**src/rtl/sap_prog_loader.sv**
```systemverilog
// rtl/sap_prog_loader.sv - programming-mode loader feeding the SAP CPU RAM from a word stream
//
// Purpose: accepts an alternating address/data word stream over a valid/ready
// handshake, holds the CPU in programming mode and issues one pr_write strobe
// per address/data pair. Reports completion, a saturating write count and a
// sticky error flag.
//
// Optional feature macro: PROG_CHECKSUM_EN
//   When defined, the final write is followed by a checksum word that must bring
//   the modulo-2**DATA_W sum of every address and data word of the session to 0.
//
// Ports:
//   clk            system clock, rising edge
//   rst            asynchronous active-low reset
//   start          begin a load session (sampled only in IDLE)
//   abort          terminate the session at once and flag an error
//   in_valid       stream word valid
//   in_data        stream word (address or data) [DATA_W]
//   in_last        marks the final word of the stream
//   in_ready       loader can accept a word
//   pr_mode        CPU programming mode enable
//   pr_address     RAM write address [ADDR_W]
//   pr_data        RAM write data [DATA_W]
//   pr_write       one-cycle RAM write strobe
//   busy           session in progress
//   done           one-cycle completion pulse (success or error)
//   err            sticky error, cleared on the next accepted start
//   words_written  write strobes this session, saturating at 2**ADDR_W [ADDR_W+1]
module sap_prog_loader #(
  parameter int ADDR_W = 4,
  parameter int DATA_W = 8
) (
  input  logic              clk,
  input  logic              rst,
  input  logic              start,
  input  logic              abort,
  input  logic              in_valid,
  input  logic [DATA_W-1:0] in_data,
  input  logic              in_last,
  output logic              in_ready,
  output logic              pr_mode,
  output logic [ADDR_W-1:0] pr_address,
  output logic [DATA_W-1:0] pr_data,
  output logic              pr_write,
  output logic              busy,
  output logic              done,
  output logic              err,
  output logic [ADDR_W:0]   words_written
);

`ifdef PROG_CHECKSUM_EN
  typedef enum logic [2:0] {
    S_IDLE, S_ADDR, S_DATA, S_WRITE, S_CHK, S_DONE, S_ERR
  } state_t;
`else
  typedef enum logic [2:0] {
    S_IDLE, S_ADDR, S_DATA, S_WRITE, S_DONE, S_ERR
  } state_t;
`endif

  localparam logic [ADDR_W:0] CNT_MAX = {1'b1, {ADDR_W{1'b0}}};

  state_t state, state_nxt;
  logic   xfer;
  logic   addr_hi_bad;
  logic   last_q;

  assign xfer = in_valid && in_ready;

  // Address words must leave the bits above the RAM address range clear.
  generate
    if (DATA_W > ADDR_W) begin : g_addr_hi
      assign addr_hi_bad = |in_data[DATA_W-1:ADDR_W];
    end else begin : g_addr_full
      assign addr_hi_bad = 1'b0;
    end
  endgenerate

`ifdef PROG_CHECKSUM_EN
  logic [DATA_W-1:0] sum_q;
  logic [DATA_W-1:0] chk_total;
  assign chk_total = sum_q + in_data;
`endif

  always_ff @(posedge clk or negedge rst) begin
    if (!rst) begin
      state <= S_IDLE;
    end else begin
      state <= state_nxt;
    end
  end

  // abort wins over a simultaneous handshake in every session state.
  always_comb begin
    state_nxt = state;
    in_ready  = 1'b0;
    pr_mode   = 1'b0;
    busy      = 1'b0;
    pr_write  = 1'b0;
    done      = 1'b0;
    case (state)
      S_IDLE: begin
        if (start) state_nxt = S_ADDR;
      end
      S_ADDR: begin
        in_ready = 1'b1;
        pr_mode  = 1'b1;
        busy     = 1'b1;
        if (abort) begin
          state_nxt = S_ERR;
        end else if (xfer) begin
          state_nxt = (addr_hi_bad || in_last) ? S_ERR : S_DATA;
        end
      end
      S_DATA: begin
        in_ready = 1'b1;
        pr_mode  = 1'b1;
        busy     = 1'b1;
        if (abort) begin
          state_nxt = S_ERR;
        end else if (xfer) begin
          state_nxt = S_WRITE;
        end
      end
      S_WRITE: begin
        pr_mode = 1'b1;
        busy    = 1'b1;
        if (abort) begin
          state_nxt = S_ERR;
        end else begin
          pr_write = 1'b1;
`ifdef PROG_CHECKSUM_EN
          state_nxt = last_q ? S_CHK : S_ADDR;
`else
          state_nxt = last_q ? S_DONE : S_ADDR;
`endif
        end
      end
`ifdef PROG_CHECKSUM_EN
      S_CHK: begin
        in_ready = 1'b1;
        pr_mode  = 1'b1;
        busy     = 1'b1;
        if (abort) begin
          state_nxt = S_ERR;
        end else if (xfer) begin
          state_nxt = (chk_total == '0) ? S_DONE : S_ERR;
        end
      end
`endif
      S_DONE: begin
        done      = 1'b1;
        state_nxt = S_IDLE;
      end
      S_ERR: begin
        done      = 1'b1;
        state_nxt = S_IDLE;
      end
      default: state_nxt = S_IDLE;
    endcase
  end

  always_ff @(posedge clk or negedge rst) begin
    if (!rst) begin
      pr_address    <= '0;
      pr_data       <= '0;
      last_q        <= 1'b0;
      words_written <= '0;
      err           <= 1'b0;
`ifdef PROG_CHECKSUM_EN
      sum_q         <= '0;
`endif
    end else begin
      if (state == S_IDLE && start) begin
        err           <= 1'b0;
        words_written <= '0;
        last_q        <= 1'b0;
`ifdef PROG_CHECKSUM_EN
        sum_q         <= '0;
`endif
      end
      if (state == S_ADDR && xfer && !abort) begin
        pr_address <= in_data[ADDR_W-1:0];
`ifdef PROG_CHECKSUM_EN
        sum_q      <= sum_q + in_data;
`endif
      end
      if (state == S_DATA && xfer && !abort) begin
        pr_data <= in_data;
        last_q  <= in_last;
`ifdef PROG_CHECKSUM_EN
        sum_q   <= sum_q + in_data;
`endif
      end
      if (pr_write && words_written != CNT_MAX) begin
        words_written <= words_written + 1'b1;
      end
      // Set on the edge into ERR so err is already high during the ERR cycle.
      if (state_nxt == S_ERR) begin
        err <= 1'b1;
      end
    end
  end

endmodule

```
**config.mk**
```make
export PLATFORM = sky130hd
export DESIGN_NAME = sap_prog_loader
export DESIGN_NICKNAME = d
export VERILOG_FILES = /design/src/rtl/sap_prog_loader.sv
export SDC_FILE = /design/constraint.sdc
export NUM_CORES = 1
export LEC_CHECK = 0
export CAP_MARGIN = 20
export CORE_MARGIN = 10
export CORE_UTILIZATION = 48
export DETAILED_ROUTE_END_ITERATION = 6
export GPL_TIMING_DRIVEN = 0
export PLACE_DENSITY = 0.85
export SYNTH_ARGS = -nofsm -noshare
export SYNTH_HDL_FRONTEND = slang
export SYNTH_SLANG_ARGS = --single-unit
```
**constraint.sdc**
```tcl
create_clock -name clk -period 3.6 [get_ports clk]
set_input_delay 0.72 -clock clk [delete_from_list [all_inputs] [get_ports clk]]
set_output_delay 0.72 -clock clk [all_outputs]
set_load 0.1 [all_outputs]
```
-- After elaboration in Yosys (flattened, before gate mapping)
Cells that the tools add are included.
- $add $sub $neg: 1
- eq/ne operators: 7
- muxes and demuxes: 19
- reductions and logical operators: 17
- operators with widths (kind ; count):
    3-bit 2-to-1 mux ; 8
    3-bit case mux with 4 select lines ; 1
    5-bit 2-to-1 mux ; 2
    3-bit == test (second input constant) ; 3
    1-bit 2-to-1 mux ; 8
    1-bit logical AND ; 7
    3-bit by 2-bit == test with 1-bit output (second input constant) ; 2
    2-bit nonzero test ; 3
    5-bit by 1-bit adder with 5-bit output (second input constant) ; 1
    5-bit != test (second input constant) ; 1
    2-bit OR reduction ; 2
    4-bit OR reduction ; 1
    3-bit by 1-bit == test with 1-bit output (second input constant) ; 1
    3-bit zero test ; 1
    3-bit OR reduction ; 1
    1-bit zero test ; 1
    1-bit logical OR ; 1
- register bits: 22
- bits of input ports: 14
- output and inout port bits: 23
- logic and storage cells: 50

-- Depth between registers and ports, before layout
- word-level depth: 9
- mapped depth: 6
- depth with buffers taken out: 6

-- Worst setup path before layout
Ideal clock, no wire load.
- path kind: register to output
- start point: register state[1]
- end point: output port pr_mode
- arrival time: 2.466 ns
- required time: 2.880 ns
- setup slack: 0.414 ns
- stages on the path, launching flop included: 5
- buffers on the path: 2
- cells stage by stage: dfrtp_1 -> clkbuf_1 -> nor2_1 -> nor2_1 -> buf_4
- word-level cells in the longest chain between the ends: 3
- elaborated cells on any way between the ends: 5
- classes of those cells: eq/ne: 3; mux: 1; reduce/logical: 1
- ends and longest elaborated chain (item ; line ; source):
    from (decl) ; 63 ; state_t state, state_nxt;
    from (signal assigned) ; 89 ; state <= state_nxt;
    3-bit by 1-bit == test with 1-bit output / 3-bit by 2-bit == test with 1-bit output (equally long branches) ; - ;
    3-bit OR reduction (no source line) (*) ; - ;
    1-bit 2-to-1 mux (*) ; - ;
    to (decl) ; 41 ; output logic pr_mode,
Mark *: on every way between the ends. The rest lies on a longest branch, timed or not.

-- Worst setup path in the final report
- start point: input port abort
- end point: output port pr_write
- word-level cells in the longest chain between the ends: 2
- ends and longest elaborated chain (item ; line ; source):
    from (decl) ; 36 ; input logic abort,
    1-bit 2-to-1 mux ; 128 ; if (abort) begin
    1-bit 2-to-1 mux ; 101 ; case (state)
    to (decl) ; 44 ; output logic pr_write,
No other way between the ends.

==> impl_metrics.py <==
metrics = {
    "pwr": {
        "power.ir.vdd_worst_v": 0.000764,
        "internal_power_uw": 513,
        "power_leakage_uw": 0.000687,
        "power.sequential.fraction": 0.278,
        "swShare": 0.566,
        "p_clk_frac": 0.090,
        "p_comb_frac": 0.633,
        "switching_power_uw": 670,
        "power_per_cell_area_mw_per_mm2": 787,
    },
    "sta": {
        "grt_setup_unrepaired": "no",
        "max_clock_freq_ghz": 0.302,
        "layout_setup_ws_ps": 292,
        "finalCriticalPeriod_ps": 3310,
        "clock-skew-final_ps": 7.54,
        "post-route-period-util": 0.919,
        "hold_viol": 0,
        "slew-limit-headroom": 0.341,
        "fin_tns_setup_ps": 0,
        "worst_slew_pin_slew_ps": 986,
        "setup-violations-final": 0,
        "final-max-slew-violation-count": 0,
    },
    "cts": {
        "cts_repair_resize_count": 0,
        "level_count_of_the_clock_h_tree": 1,
        "cts_made_buffers": 3,
        "clk_root_buffer_cell": "sky130_fd_sc_hd__clkbuf_4",
        "post-cts-setup-buffers": 0,
        "postCtsHoldBufs": 0,
        "numClockSinks": 22,
        "clock_insertion_delay_worst_skew_ps": 300,
        "cts_tree": "yes",
        "clk_transition_reported_paths_ps": 100,
        "clock_path_buffers": 2,
    },
    "logic_synthesis": {
        "synth.yosys.warnings": 0,
        "yosys-top-cells-area": "sky130_fd_sc_hd__dfrtp_1 50%, sky130_fd_sc_hd__mux2_4 11%, sky130_fd_sc_hd__mux2_2 5.1%",
        "synthesis.area_mm2": 0.00110,
        "post-synth-top-area-cell": "sky130_fd_sc_hd__dfrtp_1",
        "syn_nets": 117,
        "synth_top_cell_area_share": 0.502,
        "synthDistinctLibCells": 29,
        "yosys_register_bits": 22,
        "syn_inst": 101,
        "synth_area_per_cell_um2": 10.9,
        "seq_area_frac_synth": 0.502,
    },
    "placement": {
        "pre_cts_slack_ps": 315,
        "placed_cell_area_mm2": 0.00148,
        "number_of_buffers_inserted_by_port_buffering": 35,
        "routability_driven_placement_congestion_ratio": 0.791,
        "place.detailed.hpwl_um": 2040,
    },
    "drt": {
        "antenna_violating_nets_post_route": 0,
        "routed-via-count": 922,
        "routed_wl_um": 2660,
        "drc": 0,
        "wl_per_cell_um": 15.9,
        "drtIter0Drc": 112,
        "first_pass_detailed_route_iteration_total": 5,
        "via_per_inst": 5.52,
    },
    "setup_path": {
        "critical_path_arrival_ps": 2590,
        "timing.setup.critical_path_class": "primary input to primary output",
        "path_delay_family": "buffers and inverters",
        "crit_path_max_fanout": 9,
        "critical_path_endpoint_category": "primary output",
        "cp_num_buf_inv": 3,
        "crit_path_start_kind": "primary input",
        "crit_path_top_delay_cell": "sky130_fd_sc_hd__clkdlybuf4s50_1",
        "required_ps": 2880,
        "critical_path.max_stage_delay_ps": 1150,
        "path_cells": "clkbuf_1 -> nand4bb_1 -> inv_1 -> clkdlybuf4s50_1",
    },
    "floorplanning": {
        "die_width_um": 67.8,
        "io_pins": 37,
        "die_area_mm2": 0.00459,
        "core_area_mm2": 0.00219,
        "floorplan.die.height_um": 67.8,
        "core.rowCount": 17,
        "initial_core_util": 0.500,
    },
    "finish": {
        "multi_input_comb_area_um2": 493,
        "layout.cells.most_common": "sky130_fd_sc_hd__clkdlybuf4s50_1",
        "layout-drive-gt1-share": 0.129,
        "layout.nets": 157,
        "area.growth.synth_to_final_pct": 37.2,
        "most-common-layout-cells": "35 x sky130_fd_sc_hd__clkdlybuf4s50_1, 22 x sky130_fd_sc_hd__dfrtp_1, 11 x sky130_fd_sc_hd__nor2_1, 8 x sky130_fd_sc_hd__mux2_4, 7 x sky130_fd_sc_hd__nand2_1",
        "antenna_cells_inserted": 0,
        "final-seq-area_um2": 551,
        "finish.utilization": 0.686,
        "final_cell_area_mm2": 0.00150,
        "fillers": 164,
    },
    "grt": {
        "first_global_vias": 981,
        "global_router_s_overall_resource_usage": 0.122,
        "globalRouteOverflowTotal": 0,
        "largest_net_degree_at_the_start_of_global_routing": 23,
        "antenna_violations_before_repair": 0,
        "grt_first_pass_wirelength_um": 4420,
    },
    "worst_hold_path": {
        "hold_class": "flop to flop",
    },
    "run": {
        "drv_cap": 0,
    },
    "run_status": {
        "status": "complete, no violations",
    },
}
## synthesized netlist by cell type (all sizes together)
cell and number:
a21boi 1, nor3 3, dfrtp 22, a31oi 2, nand3 2, nand4 1
nor2 11, nand2b 2, and3 1, or4b 1, nand3b 2, nor4 1
mux2 13, ha 2, o21ai 6, buf 2, nand4bb 1, a21oi 5
nand2 7, o31ai 1, nor4bb 1, a211o 1, nor4b 1, o22ai 2
o31a 1, inv 6, clkbuf 3
## cell type report
| class | instances | area share |
|---|---|---|
| inverters | 6 | 0.0150 |
| repair buffers | 35 | 0.233 |
| plain buffers | 5 | 0.0200 |
| well taps | 28 | 0.0233 |
| multi-input cells | 68 | 0.328 |
| flip-flops and latches | 22 | 0.366 |
| clock buffers | 3 | 0.0150 |
## worst register-to-register path, stage by stage (launching register included)
cell and delay (ps):
sky130_fd_sc_hd__dfrtp_1 420, sky130_fd_sc_hd__clkbuf_1 220, sky130_fd_sc_hd__nor4b_1 690, sky130_fd_sc_hd__nor2_1 150, sky130_fd_sc_hd__a211o_1 320
## through the flow
step	hold WS (ps)	total power (uW)	instances
after floorplan	424	903	101
final	520	1180	167
after global placement	489	1070	164
after global routing	554	1230	167
after CTS	526	1190	167
after detailed placement	496	1080	164
## layer usage
| metal | GRT usage | share of wire |
|---|---|---|
| met1 | 0.145 | 0.40 |
| met2 | 0.194 | 0.47 |
| met5 | 0 | 0 |
| met4 | 0.0377 | 0.016 |
| met3 | 0.0529 | 0.11 |
## final timing paths
path                                from               end  slack [ps]  cells past startpoint
max                                abort          pr_write         290                      4
min                        pr_address[0]     pr_address[0]         520                      1
max reg2reg                     state[1]  words_written[4]        1700                      4
min reg2reg                pr_address[0]     pr_address[0]         520                      1
max in group asynchronous            rst        pr_data[5]        2080                      1
min in group asynchronous            rst  words_written[1]         940                      1
## state kept, by name, summed over array words and instances (netlist names)
| signal | cells |
|---|---|
| err | 1 |
| last_q | 1 |
| pr_address | 4 |
| pr_data | 8 |
| state | 3 |
| words_written | 5 |
## cell families (layout without fill, tap and decap cells)
kind of cell,after synthesis,after routing,share of synthesized area
compound gates,19,19,0.103
fa+ha+maj,2,2,0.0228
buf+inv,11,49,0.0479
flops,22,22,0.502
mux,13,13,0.161
simple gates,34,34,0.163
## power by group through the flow
stage,combinational [uW],clock (uW),sequential (uW)
6_report,748,106,329
5_1_grt,781,118,335
4_1_cts,751,108,328
3_5_place_dp,750,0,332
3_3_place_gp,739,0,327
2_1_floorplan,334,0,569
(Power assumes the default switching activity.)
==> variant, RTL diff (config.mk and constraints unchanged) <==
Put one more register stage on the output `err`, cleared by the reset. The value now appears one clock later. The other outputs are not delayed to match. Comments in the files are not updated.
--- a/src/rtl/sap_prog_loader.sv
+++ b/src/rtl/sap_prog_loader.sv
@@ -60,6 +60,8 @@
 
   localparam logic [ADDR_W:0] CNT_MAX = {1'b1, {ADDR_W{1'b0}}};
 
+  logic err_s0;
+
   state_t state, state_nxt;
   logic   xfer;
   logic   addr_hi_bad;
@@ -166,13 +168,13 @@
       pr_data       <= '0;
       last_q        <= 1'b0;
       words_written <= '0;
-      err           <= 1'b0;
+      err_s0        <= 1'b0;
 `ifdef PROG_CHECKSUM_EN
       sum_q         <= '0;
 `endif
     end else begin
       if (state == S_IDLE && start) begin
-        err           <= 1'b0;
+        err_s0        <= 1'b0;
         words_written <= '0;
         last_q        <= 1'b0;
 `ifdef PROG_CHECKSUM_EN
@@ -197,8 +199,16 @@
       end
       // Set on the edge into ERR so err is already high during the ERR cycle.
       if (state_nxt == S_ERR) begin
-        err <= 1'b1;
-      end
+        err_s0 <= 1'b1;
+      end
+    end
+  end
+
+  always_ff @(posedge clk or negedge rst) begin
+    if (!rst) begin
+      err <= '0;
+    end else begin
+      err <= err_s0;
     end
   end
 
Formal check against the unedited RTL: not equivalent (Yosys sat finds a counterexample within 4 cycles, from zero or initial values and one cycle with rst low).
==> variant against the unedited design <==
- total power increased by 2.5%
- synthesized area increased by 2.3%
- die area increased by 1.6%
- routed wire length increased by 4.9%
- setup slack improved by 28 ps
- clock power increased by 15%
- via count increased by 0.33%
- core utilization increased by 1.9 points
- sequential cell count increased by 1
- design area increased by 3.7%
- maximum frequency increased by 0.86%
- final cell count increased by 1.8%
- highest routed layer unchanged
==> variant: results (changes against the unedited design) <==
| Metric | Value |
|---|---|
| Clk pin slew, worst setup/hold paths | 120 ps (+20 ps) |
| Min-delay worst type | reg -> reg |
| Outcome | finished clean |
| Fin Clk Skew | 9.66 ps (+2.12 ps) |
| Unique cell type count in the Yosys netlist | 29 (unchanged) |
| Synth Area in XOR/XNOR | 0 (unchanged) |
| HPWL after detailed placement | 2100 um (+2.9%) |
| Post-CTS setup buffers | 0 (unchanged) |
| Synth top cells by count | dfrtp_1, nor2_1, mux2_4, nand2_1 |
| Slowest-stage cell, CP | clkdlybuf4s50_1 |
| Syn Area/Cell | 11.0 um2 (+1.3%) |
| Avg WL per Cell | 16.4 um (+3.1%) |
| Crit path max fanout | 9 (unchanged) |
| Post-synthesis adder-cell area fraction | 0.0223 (-0.000510) |
| R2r startpoint | state[1] |
| Initial antenna violation count | 0 (unchanged) |
| Gp weighted congestion | 0.898 (+14%) |
| H-Tree Depth | 1 (unchanged) |
| Layout cells sized above 1 | 0.134 (+0.00431) |
| Vias/cell | 5.44 (-1.4%) |
| VDD IR max | 0.545 mV (-29%) |
| Starting DRT DRC Count | 42 (-63%) |
| Compound-Gate Fraction of Synth Area | 0.100 (-0.00229) |
| CP Launch Point | abort |
| Port bufs | 35 (unchanged) |
| Regs by FF count | pr_data x8, words_written x5, pr_address x4 |
| Nets | 159 (+1.3%) |
| Post-synthesis mux area share | 0.157 (-0.00359) |
| Crit path DAT | 2560 ps (-30 ps) |
| Fillers | 179 (+9.1%) |
| Max transition margin | 0.321 (-0.0202) |
| Vias in the first global route | 942 (-4.0%) |
| Clk_lat worst skew | 320 ps (+20 ps) |
| Cells after DPL | 165 (+0.61%) |
| # DRC | 0 (unchanged) |
| Gr usage total | 0.124 (+0.00236) |
| Seq/Total Area, Yosys | 0.513 (+0.0111) |
| Drt total wl | 2790 um (+4.9%) |
| # diodes | 0 (unchanged) |
| Leakage Power | 0.713 nW (+3.7%) |
| Worst hold start | err_s0 |
| Area contributors post-synth | dfrtp_1, mux2_4, mux2_2 |
| Pre-Repair DR Iteration Count | 4 (-1) |
| Fraction of registers with async set/reset | 1.00 (unchanged) |
| Clock root buffer | clkbuf_4 |
| First-pass GRT wire length | 4400 um (-0.45%) |
| CTS resizes | 0 (unchanged) |
| Total CTS buffers | 3 (unchanged) |
| Ys Warns | 0 (unchanged) |
| Largest net degree at the start of global routing | 24 (+4.3%) |
| Net count after synthesis | 118 (+0.85%) |
| Max Buffers Root-to-Sink | 2 (unchanged) |
variant: cell count changes in the layout (fill, tap and decap cells not counted):
| cell | before | now |
|---|---|---|
| buf_16 | 0 | 1 |
| dfrtp_1 | 22 | 23 |
| clkbuf_1 | 3 | 4 |
variant: critical path: cells and delay by family:
family	cells	cell delay (ps)
buffers and inverters	3	1490
and+or+nand+nor	1	350
variant: layer usage:
metal	vias to the layer above	track usage	share of wire	wire length [um]
met4	0	0.0578	0.013	36
met2	38	0.200	0.48	1340
met3	3	0.0522	0.093	260
li1	441	-	-	-
met1	443	0.139	0.41	1150
met5	-	0	0	0
variant: path summary, 6_finish.rpt:
check	slack, ps	end	depth (start not counted)
worst min-delay path	420	err	0
min in group asynchronous	660	words_written[0]	1
worst max register to register	1700	words_written[4]	4
worst min register to register	420	err	0
worst max-delay path	320	pr_write	4
max in group asynchronous	2520	state[2]	2
variant: layout make-up:
| type | instances | area share |
|---|---|---|
| Buffer | 5 | 0.0192 |
| Multi-Input combinational cell | 68 | 0.316 |
| Tap cell | 28 | 0.0225 |
| Inverter | 6 | 0.0144 |
| Clock buffer | 4 | 0.0168 |
| Timing Repair Buffer | 36 | 0.242 |
| Sequential cell | 23 | 0.369 |
variant: power by group:
group / switching (mW) / leakage, nW / internal, mW
combinational: 0.562 / 0.397 / 0.186
clock: 0.0782 / 0.0150 / 0.0434
sequential: 0.0346 / 0.300 / 0.309
total: 0.675 / 0.713 / 0.538
variant: stage by stage:
step	util	area (um2)	setup WS, ps
finish	0.705	1560	320
global route	0.705	1560	186
CTS	0.693	1530	323
detailed placement	0.681	1510	321
global placement	0.681	1510	351
floorplan	-	1120	414
